$ cat src/rtl/lab_11_gen_if.sv
// lab_11_gen_if: valid/ready sample stream from the waveform source to its sink.
//   data  : sample, WIDTH bits (source -> sink)
//   valid : sample valid (source -> sink)
//   ready : sink ready (sink -> source)
// Modports: master (source side), slave (sink side).
interface lab_11_gen_if #(
  parameter int unsigned WIDTH = 16
);
  logic [WIDTH-1:0] data;
  logic             valid;
  logic             ready;

  modport master (output data, output valid, input ready);
  modport slave  (input data, input valid, output ready);
endinterface

$ cat src/rtl/lab_11_gen.sv
// lab_11_gen: streaming test-waveform source (saw, triangle, square, constant).
// On start_i the configuration is latched and a counted (count_i != 0) or unbounded
// (count_i == 0) sequence is emitted, one sample per accepted valid/ready beat.
// Ports:
//   clk_i, srst_i      : clock, synchronous active-high reset
//   start_i, stop_i    : start (honoured in idle), abort (honoured while running)
//   mode_i, amp_i, step_i, period_i, count_i : waveform configuration, latched at start
//   src (master)       : sample stream out (data/valid) with sink ready in
//   busy_o             : high while a sequence is running or draining
//   done_o             : one-cycle pulse on the cycle after the last beat
// Optional feature: define LAB_11_GEN_NOISE_EN to add saturated LFSR noise of
// NOISE_BITS bits to every sample.
module lab_11_gen #(
  parameter int unsigned WIDTH      = 16,
  parameter int unsigned PERIOD_W   = 8,
  parameter int unsigned NOISE_BITS = 3
) (
  input  logic                clk_i,
  input  logic                srst_i,
  input  logic                start_i,
  input  logic                stop_i,
  input  logic [1:0]          mode_i,
  input  logic [WIDTH-1:0]    amp_i,
  input  logic [WIDTH-1:0]    step_i,
  input  logic [PERIOD_W-1:0] period_i,
  input  logic [15:0]         count_i,
  lab_11_gen_if.master        src,
  output logic                busy_o,
  output logic                done_o
);

  typedef enum logic [1:0] {StIdle, StRun, StDrain} state_e;
  typedef enum logic [1:0] {ModeSaw, ModeTri, ModeSquare, ModeConst} mode_e;

  // Out-of-range noise widths leave no hardware behind; the block only names the case.
  if (NOISE_BITS == 0 || NOISE_BITS > WIDTH) begin : g_noise_bits_out_of_range
  end

  state_e                state_q, state_d;
  mode_e                 mode_q, mode_d;
  logic [WIDTH-1:0]      amp_q, amp_d, step_q, step_d;
  logic [PERIOD_W-1:0]   period_q, period_d;
  logic [15:0]           count_q, count_d, cnt_q, cnt_d;
  logic [WIDTH-1:0]      v_q, v_d;
  logic                  up_q, up_d, lvl_q, lvl_d;
  logic [PERIOD_W-1:0]   h_q, h_d;
  logic [WIDTH-1:0]      data_q, data_d;
  logic                  valid_q, valid_d, done_q, done_d;

  logic                  hs, last_beat, load;
  logic [WIDTH:0]        sum;
  logic [PERIOD_W-1:0]   period_last;
  logic [WIDTH-1:0]      v_adv, shape;
  logic                  up_adv, lvl_adv;
  logic [PERIOD_W-1:0]   h_adv;

  assign hs        = valid_q & src.ready;
  assign last_beat = (count_q != 16'd0) && (cnt_q + 16'd1 == count_q);
  // One extra bit so v+step never wraps before the ceiling compare.
  assign sum       = {1'b0, v_q} + {1'b0, step_q};
  assign period_last = (period_q == '0) ? '0 : period_q - PERIOD_W'(1);

  // Waveform state after one accepted beat.
  always_comb begin
    v_adv   = v_q;
    up_adv  = up_q;
    h_adv   = h_q;
    lvl_adv = lvl_q;
    case (mode_q)
      ModeSaw: v_adv = (sum > {1'b0, amp_q}) ? '0 : sum[WIDTH-1:0];
      ModeTri: begin
        if (up_q) begin
          if (sum >= {1'b0, amp_q}) begin
            v_adv  = amp_q;
            up_adv = 1'b0;
          end else begin
            v_adv = sum[WIDTH-1:0];
          end
        end else if (v_q < step_q) begin
          v_adv  = '0;
          up_adv = 1'b1;
        end else begin
          v_adv = v_q - step_q;
        end
      end
      ModeSquare: begin
        if (h_q == period_last) begin
          h_adv   = '0;
          lvl_adv = ~lvl_q;
        end else begin
          h_adv = h_q + PERIOD_W'(1);
        end
      end
      default: ;
    endcase
  end

  always_comb begin
    state_d  = state_q;
    mode_d   = mode_q;
    amp_d    = amp_q;
    step_d   = step_q;
    period_d = period_q;
    count_d  = count_q;
    cnt_d    = cnt_q;
    v_d      = v_q;
    up_d     = up_q;
    h_d      = h_q;
    lvl_d    = lvl_q;
    valid_d  = valid_q;
    done_d   = 1'b0;
    load     = 1'b0;
    shape    = '0;
    unique case (state_q)
      StIdle: begin
        if (start_i) begin
          state_d  = StRun;
          mode_d   = mode_e'(mode_i);
          amp_d    = amp_i;
          step_d   = step_i;
          period_d = period_i;
          count_d  = count_i;
          cnt_d    = '0;
          v_d      = '0;
          up_d     = 1'b1;
          h_d      = '0;
          lvl_d    = 1'b1;
          valid_d  = 1'b1;
          load     = 1'b1;
          shape    = (mode_i[1] == 1'b0) ? '0 : amp_i;
        end
      end
      StRun: begin
        if (hs) begin
          cnt_d = cnt_q + 16'd1;
          if (stop_i || last_beat) begin
            state_d = StIdle;
            valid_d = 1'b0;
            done_d  = 1'b1;
          end else begin
            v_d   = v_adv;
            up_d  = up_adv;
            h_d   = h_adv;
            lvl_d = lvl_adv;
            load  = 1'b1;
            case (mode_q)
              ModeSaw, ModeTri: shape = v_adv;
              ModeSquare:       shape = lvl_adv ? amp_q : '0;
              default:          shape = amp_q;
            endcase
          end
        end else if (stop_i) begin
          state_d = StDrain;
        end
      end
      StDrain: begin
        if (hs) begin
          cnt_d   = cnt_q + 16'd1;
          state_d = StIdle;
          valid_d = 1'b0;
          done_d  = 1'b1;
        end
      end
      default: state_d = StIdle;
    endcase
  end

`ifdef LAB_11_GEN_NOISE_EN
  logic [15:0]    lfsr_q, lfsr_d;
  logic [WIDTH:0] noisy;

  // Galois form of x^16+x^14+x^13+x^11+1; the noise on a new sample uses the
  // value after this beat's advance.
  assign lfsr_d = hs ? ({1'b0, lfsr_q[15:1]} ^ (lfsr_q[0] ? 16'hB400 : 16'h0000)) : lfsr_q;
  assign noisy  = {1'b0, shape} + {{(WIDTH + 1 - NOISE_BITS){1'b0}}, lfsr_d[NOISE_BITS-1:0]};

  always_comb begin
    data_d = data_q;
    if (load) data_d = noisy[WIDTH] ? '1 : noisy[WIDTH-1:0];
  end

  always_ff @(posedge clk_i) begin
    if (srst_i) lfsr_q <= 16'hACE1;
    else        lfsr_q <= lfsr_d;
  end
`else
  always_comb begin
    data_d = data_q;
    if (load) data_d = shape;
  end
`endif

  always_ff @(posedge clk_i) begin
    if (srst_i) begin
      state_q  <= StIdle;
      mode_q   <= ModeSaw;
      amp_q    <= '0;
      step_q   <= '0;
      period_q <= '0;
      count_q  <= '0;
      cnt_q    <= '0;
      v_q      <= '0;
      up_q     <= 1'b1;
      h_q      <= '0;
      lvl_q    <= 1'b1;
      data_q   <= '0;
      valid_q  <= 1'b0;
      done_q   <= 1'b0;
    end else begin
      state_q  <= state_d;
      mode_q   <= mode_d;
      amp_q    <= amp_d;
      step_q   <= step_d;
      period_q <= period_d;
      count_q  <= count_d;
      cnt_q    <= cnt_d;
      v_q      <= v_d;
      up_q     <= up_d;
      h_q      <= h_d;
      lvl_q    <= lvl_d;
      data_q   <= data_d;
      valid_q  <= valid_d;
      done_q   <= done_d;
    end
  end

  assign src.data  = data_q;
  assign src.valid = valid_q;
  assign busy_o    = (state_q != StIdle);
  assign done_o    = done_q;

endmodule

$ cat src/flat_wrapper.sv
// flat-port wrapper written by rule: the top's interface ports become plain ports
module lab_11_gen_flat 
#(
  parameter int unsigned WIDTH      = 16,
  parameter int unsigned PERIOD_W   = 8,
  parameter int unsigned NOISE_BITS = 3
)
  (clk_i, srst_i, start_i, stop_i, mode_i, amp_i, step_i, period_i, count_i, busy_o, done_o, src_data, src_valid, src_ready);
  lab_11_gen_if #(.WIDTH(WIDTH)) src_i ();
  input  logic clk_i;
  input  logic srst_i;
  input  logic start_i;
  input  logic stop_i;
  input  logic [1:0] mode_i;
  input  logic [WIDTH-1:0] amp_i;
  input  logic [WIDTH-1:0] step_i;
  input  logic [PERIOD_W-1:0] period_i;
  input  logic [15:0] count_i;
  output logic busy_o;
  output logic done_o;
  output wire logic [$bits(src_i.data)-1:0] src_data;
  output wire logic [$bits(src_i.valid)-1:0] src_valid;
  input wire logic [$bits(src_i.ready)-1:0] src_ready;
  assign src_data = src_i.data;
  assign src_valid = src_i.valid;
  assign src_i.ready = src_ready;
  lab_11_gen #(.WIDTH(WIDTH), .PERIOD_W(PERIOD_W), .NOISE_BITS(NOISE_BITS)) u_core (.clk_i(clk_i), .srst_i(srst_i), .start_i(start_i), .stop_i(stop_i), .mode_i(mode_i), .amp_i(amp_i), .step_i(step_i), .period_i(period_i), .count_i(count_i), .src(src_i), .busy_o(busy_o), .done_o(done_o));
endmodule
$ cat config.mk
export PLATFORM = sky130hd
export DESIGN_NAME = lab_11_gen_flat
export DESIGN_NICKNAME = d
export VERILOG_FILES = /design/src/rtl/lab_11_gen_if.sv /design/src/rtl/lab_11_gen.sv /design/src/flat_wrapper.sv
export SDC_FILE = /design/constraint.sdc
export NUM_CORES = 1
export LEC_CHECK = 0
export CORE_UTILIZATION = 30
export CTS_CLUSTER_SIZE = 10
export DETAILED_ROUTE_END_ITERATION = 8
export DONT_BUFFER_PORTS = 1
export PLACE_DENSITY = 0.49
export SYNTH_ARGS = -nofsm -noshare
export SYNTH_HDL_FRONTEND = slang
export SYNTH_SLANG_ARGS = --single-unit
$ cat constraint.sdc
create_clock -name clk_i -period 4.03 [get_ports clk_i]
set_input_delay 0.806 -clock clk_i [delete_from_list [all_inputs] [get_ports clk_i]]
set_output_delay 0.806 -clock clk_i [all_outputs]
set_load 0.1 [all_outputs]
---- Yosys cells after proc, flatten, opt, wreduce, memory -nomap -nowiden ----
Index checks and enable logic that the tools add are counted.
word-level totals
  register bits after elaboration ......... 120
  output and inout bits ................... 19
  input port bits ......................... 63
  logic and storage cells ................. 115
operators by class
  add/sub/neg operators ................... 5
  mux-type cells .......................... 56
  reduce and logical (&&, ||, !) cells .... 19
  $lt $le $gt $ge ......................... 3
  equal/unequal tests ..................... 16
  bitwise gates (word level) .............. 2
operators with widths
  kind                     number
  $mux W16                 13
  $pmux W16 S2             5
  $mux W8                  6
  $mux W1                  20
  $add A16 B16 Y17         1
  $ge A17 B16 Y1           1
  $gt A17 B16 Y1           1
  $add A16 B1 Y16 const B  1
  $eq A16 B16 Y1           1
  $lt A16 B16 Y1           1
  $pmux W8 S2              1
  $reduce_bool A16 Y1      1
  $sub A16 B16 Y16         1
  $reduce_and A5 Y1        3
  $mux W2                  5
  $add A8 B1 Y8 const B    1
  $eq A8 B8 Y1             1
  $logic_not A8 Y1         1
  $ne A2 B1 Y1 const B     4
  $ne A2 B2 Y1 const B     4
  $pmux W1 S2              4
  $reduce_and A4 Y1        2
  $sub A8 B1 Y8 const B    1
  $pmux W2 S3              1
  15 further kinds         21

---- Depth between registers and ports, before layout ----
  depth after elaboration ................. 10
  gate-level depth with buffers ........... 21
  depth with buffers taken out ............ 19

---- Worst setup path before layout ----
Ideal clock, no wire load.
  kind .................................... reg-to-reg
  start point ............................. register u_core.step_q[5]
  end point ............................... register u_core.data_q[8] (netlist: u_core.src.data[8])
  data arrival time ....................... 4.221 ns
  cell stages (with the launch flop) ...... 20
  library setup time ...................... 0.132 ns
  path buffers ............................ 2
  setup slack ............................. -0.323 ns
  required time ........................... 3.898 ns
  clock period less this slack ............ 4.353 ns
  path through ............................ dfxtp_1 inv_1 ha_1 clkbuf_1 nor3b_1 o31a_1 a211o_1 a2111oi_0 a211oi_1 ha_1 nand2_1 nor4_1 o31ai_1 a31oi_1 a211oi_1 clkbuf_1 a221oi_1 o21ai_0 a32oi_1 a21oi_1
between the ends
  cells in the longest elaborated chain, start to end .. 9
  elaborated cells on any way between the ends .. 14
  those cells by class .................... add/sub (2); order compare (3); mux (9)
RTL lines
  what                    RTL line           text
  start, declared         lab_11_gen.sv:41   logic [WIDTH-1:0] amp_q, amp_d, step_q, step_d;
  start signal, assigned  lab_11_gen.sv:213  step_q <= step_d;
  $add A16 B16 Y17        lab_11_gen.sv:60   assign sum = {1'b0, v_q} + {1'b0, step_q};
  $ge A17 B16 Y1          lab_11_gen.sv:73   if (sum >= {1'b0, amp_q}) begin
  $mux W16                lab_11_gen.sv:73
  $mux W16                lab_11_gen.sv:72   if (up_q) begin
  $pmux W16 S2 (*)        lab_11_gen.sv:69   case (mode_q)
  $pmux W16 S2 (*)        lab_11_gen.sv:146  case (mode_q)
  $mux W16 (*)            lab_11_gen.sv:136  if (stop_i || last_beat) begin
  $mux W16 (*)            lab_11_gen.sv:134  if (hs) begin
  $pmux W16 S2 (*)        lab_11_gen.sv:114  unique case (state_q)
  end signal, assigned    lab_11_gen.sv:221  data_q <= data_d;
  end, declared           lab_11_gen.sv:47   logic [WIDTH-1:0] data_q, data_d;
Every way passes the cells marked *; elsewhere a longest branch is shown, timed or not.
A chain may end at the register's enable or synchronous reset.

---- Worst setup path in the final report ----
  start point ............................. register u_core.v_q[0]
  end point ............................... register u_core.v_q[7]
between the ends
  cells in the longest elaborated chain, start to end .. 8
  elaborated cells on any way between the ends .. 13
  those cells by class .................... add/sub (2); order compare (3); mux (8)
RTL lines
  what                    RTL line           text
  start, declared         lab_11_gen.sv:44   logic [WIDTH-1:0] v_q, v_d;
  start signal, assigned  lab_11_gen.sv:217  v_q <= v_d;
  $add A16 B16 Y17        lab_11_gen.sv:60
  $ge A17 B16 Y1          lab_11_gen.sv:73
  $mux W16                lab_11_gen.sv:73
  $mux W16                lab_11_gen.sv:72
  $pmux W16 S2 (*)        lab_11_gen.sv:69
  $mux W16 (*)            lab_11_gen.sv:136
  $mux W16 (*)            lab_11_gen.sv:134
  $pmux W16 S2 (*)        lab_11_gen.sv:114
Every way passes the cells marked *; elsewhere a longest branch is shown, timed or not. The select of a mux whose other input is x is not followed.

==> impl_results.md <==
- FF+latch count, synth: 120
- Starting Density: 0.306
- P_int: 3450 uW
- Layout net count: 1310
- Net Sw Frac: 0.455
- Slew margin rel.: 0.219
- Failing checks: setup timing
- DR vias/cell: 5.25
- Sequential share of the synthesized area: 0.283
- Fin crit period: about 4200 ps
- Comb power frac: 0.494
- Pin count of the biggest net entering global routing: 107
- Total Neg Setup Slack: -2390 ps
- Top FF cell, synth: dfxtp_1
- Post-synth top area cell: dfxtp_1
- CP max FO: 5
- Power share of the clock group: 0.250
- Warnings, synthesis: 0
- Post-synth EDFFs: 0
- Root Buffer: clkbuf_16
- Footprint of the multi-input gates: 6050 sq um
- Leak: 0.00412 uW
- Crit path capture type: flip-flop
- Max Freq: 0.237 GHz
- Dpl cells: approximately 1500
- Origin of the critical flop-to-flop path: u_core.v_q[0]
- Final Total Pwr: 6320 uW
- Die width: 170 um
- # rows: 61
- M2 GR Usage: 0.339
- Yosys cell types: 85
- Reg2reg setup slack: -190 ps
- I/O Pins: 82
- Fin. max-slew vios: 0
- Hold Path End: u_core.step_q[0]
- Met1 Resource Use GR: 0.252
- Pwr Density: 588 nW/um^2
- Via count: 8308
- DRC viols: 0
- CORE AREA: ~28000 sq um
- Max VDD drop: 0.274 mV
- Post-route ant nets: 0
- Net Sw Power: 2870 uW
- HP Class: in -> reg
- Post-synthesis cell area: 8490 sq um
- TritonCTS clock tree: built
- Worst setup slack after layout: -194 ps
- Area Overhead vs Synth: 26.5%
- Clock sinks: 120
- DP Worst Slack: -365 ps
- Synth top area share: 0.283
- Worst setup path class: reg -> reg
- Full die area: 29000 sq um
- # port buffers: 0
- WL per Instance: 18.2 um
- Clk_lat worst skew: 440 ps
- Post-synth net total: 1244
- CP Launch Point: u_core.v_q[0]
- Clk pin slew, worst setup/hold paths: 70 ps
- WHS Path Cells: 1
- Critical path's largest stage delay: 370 ps
- Final setup viols: 25
- Pre-Repair DR Iteration Count: 4
- CTS buffer count: 17
- Fraction of registers with async set/reset: 0
- R2R Path End: u_core.v_q[7]
- Register share of total power: 0.256
- GPL Wtd Cong: 0.922
- Total track usage: 0.200
- CP max-delay cell: a211o_4
- Die Ht: 170 um
- RSZ-0062 raised after global routing: yes
- Filler cells: 2936
- Sequential cell area: 2410 sq um
- Cells after Synth: 1125
- CP Data Arrival Time: about 4600 ps
- Grt ovf: 0
- Initial antenna violation count: 1
- Final Instance Count excl. Fillers: 1583
- Vias in the first global route: 7967
- CTS H-tree lvls: 4
- Worst hold start: srst_i
- Status: finished, violations left
- Syn_area_per_cell: 7.55 sq um
- Final hold vios: 0
- Max-cap violation count: 0
- Fin crit share: 1.05
- Final HPWL DP: 20800 um
- First-pass GRT wire length: 44400 um
- Met3 Resource Use GR: 0.0386
- DR iter-0 viols: 427
- Deepest clock path buffer count: 2
- Crit path cell chain: ha_4 -> inv_2 -> fa_2 -> nor2_4 -> o221ai_4 -> a211o_4 -> a2111oi_4 -> a211oi_2 -> ha_1 -> nand2_2 -> nor3_4 -> a211oi_2 -> a31oi_2 -> nor3_4 -> buf_6 -> buf_4 -> mux2i_1 -> o211a_1 -> o311a_1 -> o32ai_1
- Final Skew: approximately 17 ps
- Detailed Route WL: 28800 um
- Data required time of the worst path: 4370 ps
- Dominant cells by area after synthesis: dfxtp_1 (28%), ha_1 (8.0%), a21oi_1 (7.7%)
- Critical Path Start Type: flip-flop
- Fraction of layout instances using a drive strength above 1: 0.234
- Most Crowded Layer GR: met2
- Worst reg2reg path depth: 20
- Tightest Pin Transition: 1160 ps
state kept, by name, summed over array words and instances, names as in the netlist, 2 cells and up:
name             count
u_core.amp_q        16
u_core.cnt_q        16
u_core.count_q      16
u_core.src.data     16
u_core.step_q       16
u_core.v_q          16
u_core.h_q           8
u_core.period_q      8
u_core.mode_q        2
u_core.state_q       2
cell usage after synthesis, types with 4 or more instances:
cell,number
inv_1,72
a31o_2,5
nor2b_1,18
nand2_1,172
nor2_1,75
or2_2,4
dfxtp_1,120
o21bai_1,5
xnor2_1,37
a311oi_1,4
a31oi_1,12
o32ai_1,10
a21o_1,9
and4_1,4
nand4_1,11
buf_2,7
nor3b_1,4
nand3_1,27
o32ai_2,7
and3_1,7
xor2_1,17
o211a_1,4
ha_1,54
a211oi_1,12
nor3_1,14
buf_1,4
or4_1,6
nand2b_1,11
a211o_1,4
o211ai_1,14
buf_4,5
clkbuf_1,52
mux2i_1,12
a21oi_1,130
a22oi_1,19
nor4_1,13
o21a_1,4
and2_1,6
o21ai_0,54
or3_1,8
o311ai_0,4
worst max-delay path: cells and delay by family, from the launching register on:
kind / cells / cell delay, ps
AND/OR/NAND/NOR: 4 / 470
multiplexers: 1 / 110
flip-flops: 1 / 350
buffers and inverters: 3 / 320
adder cells (fa/ha/maj): 3 / 830
AO/OA/AOI/OAI: 9 / 2060
power by group through the flow:
stage          clock (uW)  sequential [uW]  combinational [uW]
6_report             1580             1620                3120
4_1_cts              1610             1620                2810
3_3_place_gp            0             1640                2620
5_1_grt              1660             1640                3390
3_5_place_dp            0             1640                2630
2_1_floorplan           0             1600                1770
cell families (layout without fill, tap and decap cells):
logic type      after synthesis  in the layout  share of synthesized area
compound gates              339            339                      0.267
xor+xnor                     54             54                     0.0557
fa+ha+maj                    56             56                     0.0843
buf+inv                     144            223                     0.0681
flops                       120            120                      0.283
mux                          12             12                     0.0141
other cells                   0              1                          0
simple gates                400            400                      0.228
cell type report:
cell class,instances,area share
antenna,1,0.000233
clock buffer,17,0.0396
clock inverter,15,0.0159
inverter,73,0.0262
multi-input combinational,861,0.563
sequential,120,0.224
tap,378,0.0440
timing repair buffer,118,0.0871
how the worst max path moves through the flow:
stage / end / slack [ps] / depth (start not counted)
CTS: u_core.v_q[0] / -130 / 19
detailed placement: u_core.v_q[0] / -370 / 19
global placement: u_core.src.data[13] / -330 / 18
finish: u_core.v_q[7] / -190 / 20
global route: u_core.v_q[7] / -380 / 20
floorplan: u_core.src.data[13] / 8 / 19
layer usage:
layer  share of wire  up-vias
met5               0        -
met2            0.48      155
li1                -     4157
met3           0.042       39
met1            0.46     3957
met4           0.021        0
per-stage QoR:
stage	cell area, sq um	util	hold WS [ps]
floorplan	8560	-	444
global placement	9490	0.342	456
detailed placement	9490	0.342	469
CTS	10400	0.374	424
global route	10700	0.387	423
finish	10700	0.387	438
placed cells by master (no fill, tap or decap), types with 10 or more instances in the layout:
cell | synthesis | final
clkbuf_16 | 0 | 17
nor3_1 | 14 | 13
a22oi_1 | 19 | 18
nand3_1 | 27 | 26
buf_4 | 5 | 107
o32ai_2 | 7 | 10
buf_6 | 1 | 10
o211ai_1 | 14 | 14
nand2_1 | 172 | 165
nand2b_1 | 11 | 10
nor4_1 | 13 | 12
dfxtp_1 | 120 | 113
nor2b_1 | 18 | 15
o21ai_0 | 54 | 43
ha_1 | 54 | 50
a21oi_2 | 1 | 16
inv_1 | 72 | 68
xnor2_1 | 37 | 33
a31oi_1 | 12 | 10
nand4_1 | 11 | 11
nor2_1 | 75 | 69
xor2_1 | 17 | 17
mux2i_1 | 12 | 11
a21oi_1 | 130 | 115
repair_timing:
action	in CTS	in global routing
setup buffers	7	8
gates resized for setup	59	71
setup endpoints to repair	33	33
endpoints found under the hold margin	0	0
gates cloned	1	0
pin swaps	31	33
hold buffers	0	0
Power figures use the tool's default switching activity.
